[config.mk]
export PLATFORM = sky130hd
export DESIGN_NAME = link_monitor_flat
export DESIGN_NICKNAME = d
export VERILOG_FILES = /design/src/rtl/link_monitor_if.sv /design/src/rtl/link_monitor.sv /design/src/flat_wrapper.sv
export SDC_FILE = /design/constraint.sdc
export NUM_CORES = 1
export LEC_CHECK = 0
export ABC_AREA = 1
export CAP_MARGIN = 40
export CORE_ASPECT_RATIO = 0.7
export CORE_MARGIN = 8
export CORE_UTILIZATION = 35
export CTS_BUF_LIST = sky130_fd_sc_hd__clkbuf_8
export CTS_CLUSTER_SIZE = 16
export DETAILED_ROUTE_END_ITERATION = 7
export REMOVE_ABC_BUFFERS = 1
export SLEW_MARGIN = 10
export SYNTH_ARGS = -nofsm -noshare
export SYNTH_HDL_FRONTEND = slang
export SYNTH_SLANG_ARGS = --single-unit
[constraint.sdc]
create_clock -name clk -period 1.6 [get_ports clk]
set_input_delay 0.4 -clock clk [delete_from_list [all_inputs] [get_ports clk]]
set_output_delay 0.4 -clock clk [all_outputs]
set_load 0.005 [all_outputs]
[src/rtl/link_monitor_if.sv]
// rtl/link_monitor_if.sv - link_monitor signal bundle between PMD/descrambler side and supervisor
interface link_monitor_if;
    logic       signal_status;
    logic       locked;
    logic       test_mode_req;
    logic       descr_enable;
    logic       test_mode;
    logic       link_status;
    logic [3:0] retries;

    modport master (
        output signal_status, locked, test_mode_req,
        input  descr_enable, test_mode, link_status, retries
    );

    modport slave (
        input  signal_status, locked, test_mode_req,
        output descr_enable, test_mode, link_status, retries
    );
endinterface

[src/rtl/link_monitor.sv]
// rtl/link_monitor.sv - receive-side link supervisor: gates the descrambler, retries on lock timeout, qualifies link
module link_monitor #(
    parameter logic [15:0] LOCK_TIMEOUT          = 16'd62500,
    parameter logic [15:0] STABILIZE_CYCLES      = 16'd50000,
    parameter logic [15:0] TEST_STABILIZE_CYCLES = 16'd625,
    parameter logic [15:0] FLUSH_CYCLES          = 16'd16
) (
    input  logic          clk,
    input  logic          rst,
    link_monitor_if.slave lnk
);
    typedef enum logic [2:0] {
        DOWN      = 3'd0,
        ACQUIRE   = 3'd1,
        STABILIZE = 3'd2,
        UP        = 3'd3,
        FLUSH     = 3'd4
    } state_t;

    state_t      state;
    logic [15:0] timer;
    logic        test_mode_q;
    logic [3:0]  retries_q;

    always_ff @(posedge clk or posedge rst) begin
        if (rst) begin
            state       <= DOWN;
            timer       <= 16'd0;
            test_mode_q <= 1'b0;
            retries_q   <= 4'd0;
        end else if (state != FLUSH && !lnk.signal_status) begin
            // loss of signal preempts everything except an in-progress flush
            state <= DOWN;
            timer <= LOCK_TIMEOUT - 16'd1;
        end else begin
            case (state)
                DOWN: begin
                    state       <= ACQUIRE;
                    timer       <= LOCK_TIMEOUT - 16'd1;
                    test_mode_q <= lnk.test_mode_req;
                end
                ACQUIRE: begin
                    if (lnk.locked) begin
                        state <= STABILIZE;
                        timer <= test_mode_q ? (TEST_STABILIZE_CYCLES - 16'd1)
                                             : (STABILIZE_CYCLES - 16'd1);
                    end else if (timer == 16'd0) begin
                        state <= FLUSH;
                        timer <= FLUSH_CYCLES - 16'd1;
                        if (retries_q != 4'd15)
                            retries_q <= retries_q + 4'd1;
                    end else begin
                        timer <= timer - 16'd1;
                    end
                end
                STABILIZE: begin
                    if (!lnk.locked) begin
                        state <= ACQUIRE;
                        timer <= LOCK_TIMEOUT - 16'd1;
                    end else if (timer == 16'd0) begin
                        state     <= UP;
                        retries_q <= 4'd0;
                    end else begin
                        timer <= timer - 16'd1;
                    end
                end
                UP: begin
                    if (!lnk.locked) begin
                        state <= ACQUIRE;
                        timer <= LOCK_TIMEOUT - 16'd1;
                    end
                end
                FLUSH: begin
                    if (timer == 16'd0) begin
                        state <= lnk.signal_status ? ACQUIRE : DOWN;
                        timer <= LOCK_TIMEOUT - 16'd1;
                    end else begin
                        timer <= timer - 16'd1;
                    end
                end
                default: begin
                    state <= DOWN;
                    timer <= LOCK_TIMEOUT - 16'd1;
                end
            endcase
        end
    end

    // outputs decode straight from the state register, so they cannot glitch
    assign lnk.descr_enable = (state == ACQUIRE) || (state == STABILIZE) || (state == UP);
    assign lnk.link_status  = (state == UP);
    assign lnk.test_mode    = test_mode_q;
    assign lnk.retries      = retries_q;
endmodule

[src/flat_wrapper.sv]
// flat-port wrapper written by rule: the top's interface ports become plain ports
module link_monitor_flat 
#(
    parameter logic [15:0] LOCK_TIMEOUT          = 16'd62500,
    parameter logic [15:0] STABILIZE_CYCLES      = 16'd50000,
    parameter logic [15:0] TEST_STABILIZE_CYCLES = 16'd625,
    parameter logic [15:0] FLUSH_CYCLES          = 16'd16
)
  (clk, rst, lnk_signal_status, lnk_locked, lnk_test_mode_req, lnk_descr_enable, lnk_test_mode, lnk_link_status, lnk_retries);
  link_monitor_if lnk_i ();
  input  logic clk;
  input  logic rst;
  input wire logic [$bits(lnk_i.signal_status)-1:0] lnk_signal_status;
  input wire logic [$bits(lnk_i.locked)-1:0] lnk_locked;
  input wire logic [$bits(lnk_i.test_mode_req)-1:0] lnk_test_mode_req;
  output wire logic [$bits(lnk_i.descr_enable)-1:0] lnk_descr_enable;
  output wire logic [$bits(lnk_i.test_mode)-1:0] lnk_test_mode;
  output wire logic [$bits(lnk_i.link_status)-1:0] lnk_link_status;
  output wire logic [$bits(lnk_i.retries)-1:0] lnk_retries;
  assign lnk_i.signal_status = lnk_signal_status;
  assign lnk_i.locked = lnk_locked;
  assign lnk_i.test_mode_req = lnk_test_mode_req;
  assign lnk_descr_enable = lnk_i.descr_enable;
  assign lnk_test_mode = lnk_i.test_mode;
  assign lnk_link_status = lnk_i.link_status;
  assign lnk_retries = lnk_i.retries;
  link_monitor #(.LOCK_TIMEOUT(LOCK_TIMEOUT), .STABILIZE_CYCLES(STABILIZE_CYCLES), .TEST_STABILIZE_CYCLES(TEST_STABILIZE_CYCLES), .FLUSH_CYCLES(FLUSH_CYCLES)) u_core (.clk(clk), .rst(rst), .lnk(lnk_i));
endmodule
Word-level counts from Yosys, hierarchy flattened --
Index checks and enable logic that the tools add are counted.
Cells by class: equality and inequality tests 16, reduce and logical (&&, ||, !) cells 11, mux-type cells 24, bitwise gates (word level) 1, add/sub/neg operators 2
Operators by type and width (count):
- $mux 16 | 8
- $pmux 16 s4 | 1
- $mux 3 | 7
- $mux 4 | 5
- $logic_not 16->1 | 1
- $sub 16x1->16 const B | 1
- $pmux 3 s5 | 1
- $ne 4x2->1 const B | 2
- $pmux 4 s2 | 1
- $reduce_and 7->1 | 1
- $eq 3x2->1 const B | 2
- $ne 2x1->1 const B | 3
- $add 4x1->4 const B | 1
- $ne 2x2->1 const B | 2
- $ne 4x3->1 const B | 1
- $ne 4x4->1 const B | 1
- $reduce_and 2->1 | 2
- $reduce_and 4->1 | 1
- $eq 3x1->1 const B | 1
- $eq 3x3->1 const B | 1
- $logic_not 3->1 | 1
- $ne 3x1->1 const B | 1
- $ne 3x2->1 const B | 1
- $ne 3x3->1 const B | 1
- 6 further kinds | 7
Storage, ports and cells: word-level logic and storage cells 58, bits in registers 24, output and inout bits 7, input port bits 5

Depth between registers and ports, before layout --
depth in word-level cells 5, mapped depth 12, mapped depth without buffers 12

Worst setup path after synthesis --
No wires, ideal clock.
path kind flip-flop to flip-flop, start point reg u_core.timer[0], end point reg u_core.timer[13], clock period less this slack 1.680 ns, arrival 1.555 ns, buffers on the path 1, path slack -0.080 ns, required time 1.475 ns, library setup time 0.125 ns, cell stages (with the launch flop) 13, path through dfrtp_1 > inv_1 > ha_1 > inv_1 > nor2_1 > nand2_1 > nor2_4 > nand3_4 > nand2_8 > inv_4 > buf_8 > nor2_1 > a21oi_1
On the way: longest elaborated chain between the ends 5, elaborated cells between the ends (all ways) 11, classes of those cells add/sub: 1; eq/ne: 1; mux: 7; reduce/logical: 2
RTL lines:
- start, declared | line link_monitor.sv:21 | logic [15:0] timer;
- start signal, assigned | line link_monitor.sv:34 | timer <= LOCK_TIMEOUT - 16'd1;
- start signal, assigned | line link_monitor.sv:39 | timer <= LOCK_TIMEOUT - 16'd1;
- start signal, assigned | line link_monitor.sv:45 | timer <= test_mode_q ? (TEST_STABILIZE_CYCLES - 16'd1)
- $sub 16x1->16 or $logic_not 16->1 (tied branches)
- $mux 16, on equally long branches | line link_monitor.sv:60, link_monitor.sv:47
- $mux 16, on equally long branches | line link_monitor.sv:57, link_monitor.sv:43
- $pmux 16 s4 | line link_monitor.sv:36 | case (state)
- $mux 16 | line link_monitor.sv:31 | end else if (state != FLUSH && !lnk.signal_status) begin
Parallel ways exist; a longest one is shown, timed or not. The select of a mux whose other input is x is not followed. A chain may end at the register's enable or synchronous reset.

Final worst setup path --
start point reg u_core.timer[2], end point reg u_core.timer[6]
The elaborated chain is that of the path after synthesis.

==> summary.md <==
| Metric | Value |
|---|---|
| Status | finished with violations |
| Violated checks | negative setup slack |
| Leak Pwr | 1.44 nW |
| Sequential cell fraction of total power | 0.344 |
| Vias after detailed routing | around 2200 |
| Antenna diode count | 0 |
| Cell Area, Placed | between 2000 and 3000 sq um |
| Area leader, netlist | dfrtp_1 |
| Met2 routed WL | around 2.9 mm |
| Initial antenna violation count | 0 |
| Final Max Tran Viols | 0 |
| Tcrit/Tclk final | 1.02 |
| Initial core utilization | 0.355 |
| Top sig layer | met4 |
| I/O Pins | 12 |
| Metal-1 WL | 3.04 mm |
| Seq/Total Area, Yosys | 0.303 |
| Largest net degree at the start of global routing | 25 |
| Vias in the first global route | 2078 |
| Power density over the cells | 846 nW/um^2 |
| Total core area | about 5600 sq um |
| Synth unique cells | 30 |
| Clk buf depth | 2 |
| Peak VDD IR | 0.000684 V |
| Post-synth top area share | 0.303 |
| Final setup fails | 10 |
| RSZ-0062 raised after global routing | true |
| First-pass GRT wire length | 10.2 mm |
| Ranking of synthesized cells by area | dfrtp_1 (30%), nand2_1 (19%), nor2_1 (8.5%) |
| Synth Register Bits | 24 |
| Ys flop type | dfrtp_1 |
| Ys Warns | 0 |
| Sw frac | 0.422 |
| Crit Path Class | reg -> reg |
| Nets | a little under 400 |
| Worst Path Required | between 1.5 and 2 ns |
| Worst-Skew Late Latency | 0.27 ns |
| Final ANT Viol Nets | 0 |
| Worst setup margin | -0.0293 ns |
| Pre-antenna DRT Iters | 5 |
| Mapped Cells | between 300 and 400 |
| Chip Height | 78.9 um |
| Hold/Removal Path Class | in -> async |
| Fmax achieved | 0.614 GHz |
| Synth cell count leaders | nand2_1 (100), nor2_1 (45), nand3_1 (30), inv_1 (28), dfrtp_1 (24) |
| Share of cells above drive strength 1 | 0.441 |
| Synthesis-to-layout area growth | 53.6% |
| Post-DP HPWL | roughly 4.6 mm |
| DR iter-0 viols | 165 |
| Num CTS Buffers | 3 |
| Total power | approximately 2.6 mW |
| Die width | around 110 um |
| Design Area, Final | 3040 sq um |
| Num Clock Sinks | 24 |
| Hold Fails Final Rpt | 0 |
| Vias per cell | approximately 4.9 |
| Post-synth ARST share | 1.00 |
| Placer Congestion | roughly 0.92 |
| Most frequent cell after synthesis | nand2_1 |
| Syn avg cell area | about 6.5 sq um |
| CTS H-tree lvls | 1 |
| Comb power frac | 0.510 |
| DR DRC count | 0 |
| Crit path DAT | 1.80 ns |
| Worst-margin pin slew | approximately 0.34 ns |
| Slew Limit Headroom | 0.770 |
| WL per Instance | roughly 14 um |
| Internal power | about 1.5 mW |
| DIE AREA | approximately 8400 sq um |
| Setup crit end kind | register |
| Number of flops mapped to enable cells by yosys | 0 |
| Worst Skew | approximately 0.0041 ns |
| Setup crit start kind | register |
| Port Buffers | 11 |
| Final wirelength | approximately 6.4 mm |
| Grt ovf | 0 |
| Total track usage | 0.152 |
| Cts hold-fix bufs | 0 |
| Clock Tree Root | clkbuf_8 |
| Reg clk slew, reported paths | about 0.090 ns |
| Max Cap Viol | 0 |
| Met3 WL | about 420 um |
| Post-Syn Area | 1980 sq um |
| Period minus WS final | between 1.5 and 2 ns |
| Clock share of power | 0.146 |
| Setup TNS | -0.145 ns |
| CTS tree | done |
| Switching pwr | between 1 and 1.5 mW |
| # rows | 23 |
| Crit path max fanout | 7 |
cell families (layout without fill, tap and decap cells):
logic type,Yosys count,after routing,synth area share
simple gates,207,207,0.486
buf+inv,35,110,0.0740
compound gates,26,26,0.0778
flops,24,24,0.303
xor+xnor,9,9,0.0398
fa+ha+maj,3,3,0.0190
sequential cells by signal, indices dropped and copies added (netlist names):
| signal | count |
|---|---|
| u_core.state | 3 |
| u_core.lnk.test_mode | 1 |
| u_core.timer | 16 |
| u_core.lnk.retries | 4 |
final cells by class:
cell class | count | area (sq um)
Multi-Input combinational cell | 245 | 1530
Tap cell | 75 | 93.8
Inverter | 33 | 151
Timing Repair inverter | 1 | 11.3
Sequential cell | 24 | 606
Clock buffer | 3 | 41.3
Fill cell | 519 | 2540
Timing Repair Buffer | 73 | 606
worst max-delay path, cell delays in order (launching register included):
cell and delay [ns]:
dfrtp_2 0.46, nor2_4 0.18, nand2_1 0.08, nor2_1 0.14
nand2_2 0.15, nand2_4 0.13, nand3_1 0.11, nand2_1 0.08
nand2_1 0.07, nand2_2 0.06, nand2_1 0.05
path summary, 6_finish.rpt:
check,from,end,slack (ns),depth (start not counted)
worst max-delay path,u_core.timer[2]$_DFFE_PP0P_,u_core.timer[6]$_DFFE_PP0P_,-0.03,10
max in group asynchronous,rst,u_core.state[2]$_DFFE_PP0P_,0.84,3
worst min register to register,u_core.timer[3]$_DFFE_PP0P_,u_core.timer[3]$_DFFE_PP0P_,0.59,2
min in group clk,u_core.timer[3]$_DFFE_PP0P_,u_core.timer[3]$_DFFE_PP0P_,0.59,2
worst min-delay path,rst,u_core.lnk.retries[0]$_DFFE_PP0P_,0.48,3
worst max register to register,u_core.timer[2]$_DFFE_PP0P_,u_core.timer[6]$_DFFE_PP0P_,-0.03,10
power by group through the flow:
stage / logic, mW / clock network, mW / registers [mW]
2_1_floorplan: 0.616 / 0 / 0.853
3_3_place_gp: 1.05 / 0 / 0.855
3_5_place_dp: 1.07 / 0 / 0.852
4_1_cts: 1.18 / 0.392 / 0.844
5_1_grt: 1.44 / 0.402 / 0.898
6_report: 1.31 / 0.377 / 0.884
cell usage in the layout, fill, tap and decap left out, types with 2 or more instances in the layout:
| master | instances |
|---|---|
| o21ai_2 | 4 |
| xnor2_1 | 2 |
| nand3_2 | 12 |
| ha_4 | 2 |
| clkdlybuf4s50_1 | 8 |
| dfrtp_1 | 20 |
| nand3_1 | 18 |
| dfrtp_2 | 4 |
| buf_6 | 9 |
| nand2_4 | 9 |
| a21oi_1 | 6 |
| nor2_2 | 16 |
| inv_2 | 4 |
| nand3_4 | 3 |
| nor2_4 | 13 |
| inv_4 | 4 |
| or2_2 | 3 |
| xor2_1 | 7 |
| nor3_1 | 2 |
| o21ai_0 | 2 |
| nand2_2 | 16 |
| buf_4 | 53 |
| nor2_1 | 24 |
| nand2_1 | 83 |
| nand4_1 | 5 |
| clkbuf_8 | 3 |
| a21oi_2 | 4 |
| o21ai_1 | 7 |
| inv_1 | 23 |
per-layer routing:
layer | track usage | vias to the layer above
li1 | - | 1116
met3 | 0.0259 | 4
met2 | 0.236 | 74
met1 | 0.214 | 1044
met5 | 0 | -
met4 | 0.0322 | 0
per-stage QoR:
step	hold slack [ns]	utilization	cells	setup slack, ns
CTS	0.489	0.510	449	-0.0738
global route	0.557	0.545	454	-0.142
floorplan	0.415	-	302	0.0117
global placement	0.533	0.448	433	-0.332
detailed placement	0.548	0.448	433	-0.339
finish	0.477	0.545	454	-0.0293
what timing repair did:
action / in CTS / in global routing
setup buffers: 12 / 5
pin swaps: 25 / 29
gates resized for setup: 66 / 51
setup endpoints to repair: 30 / 24
gates cloned: 1 / 0
(Power assumes the default switching activity.)
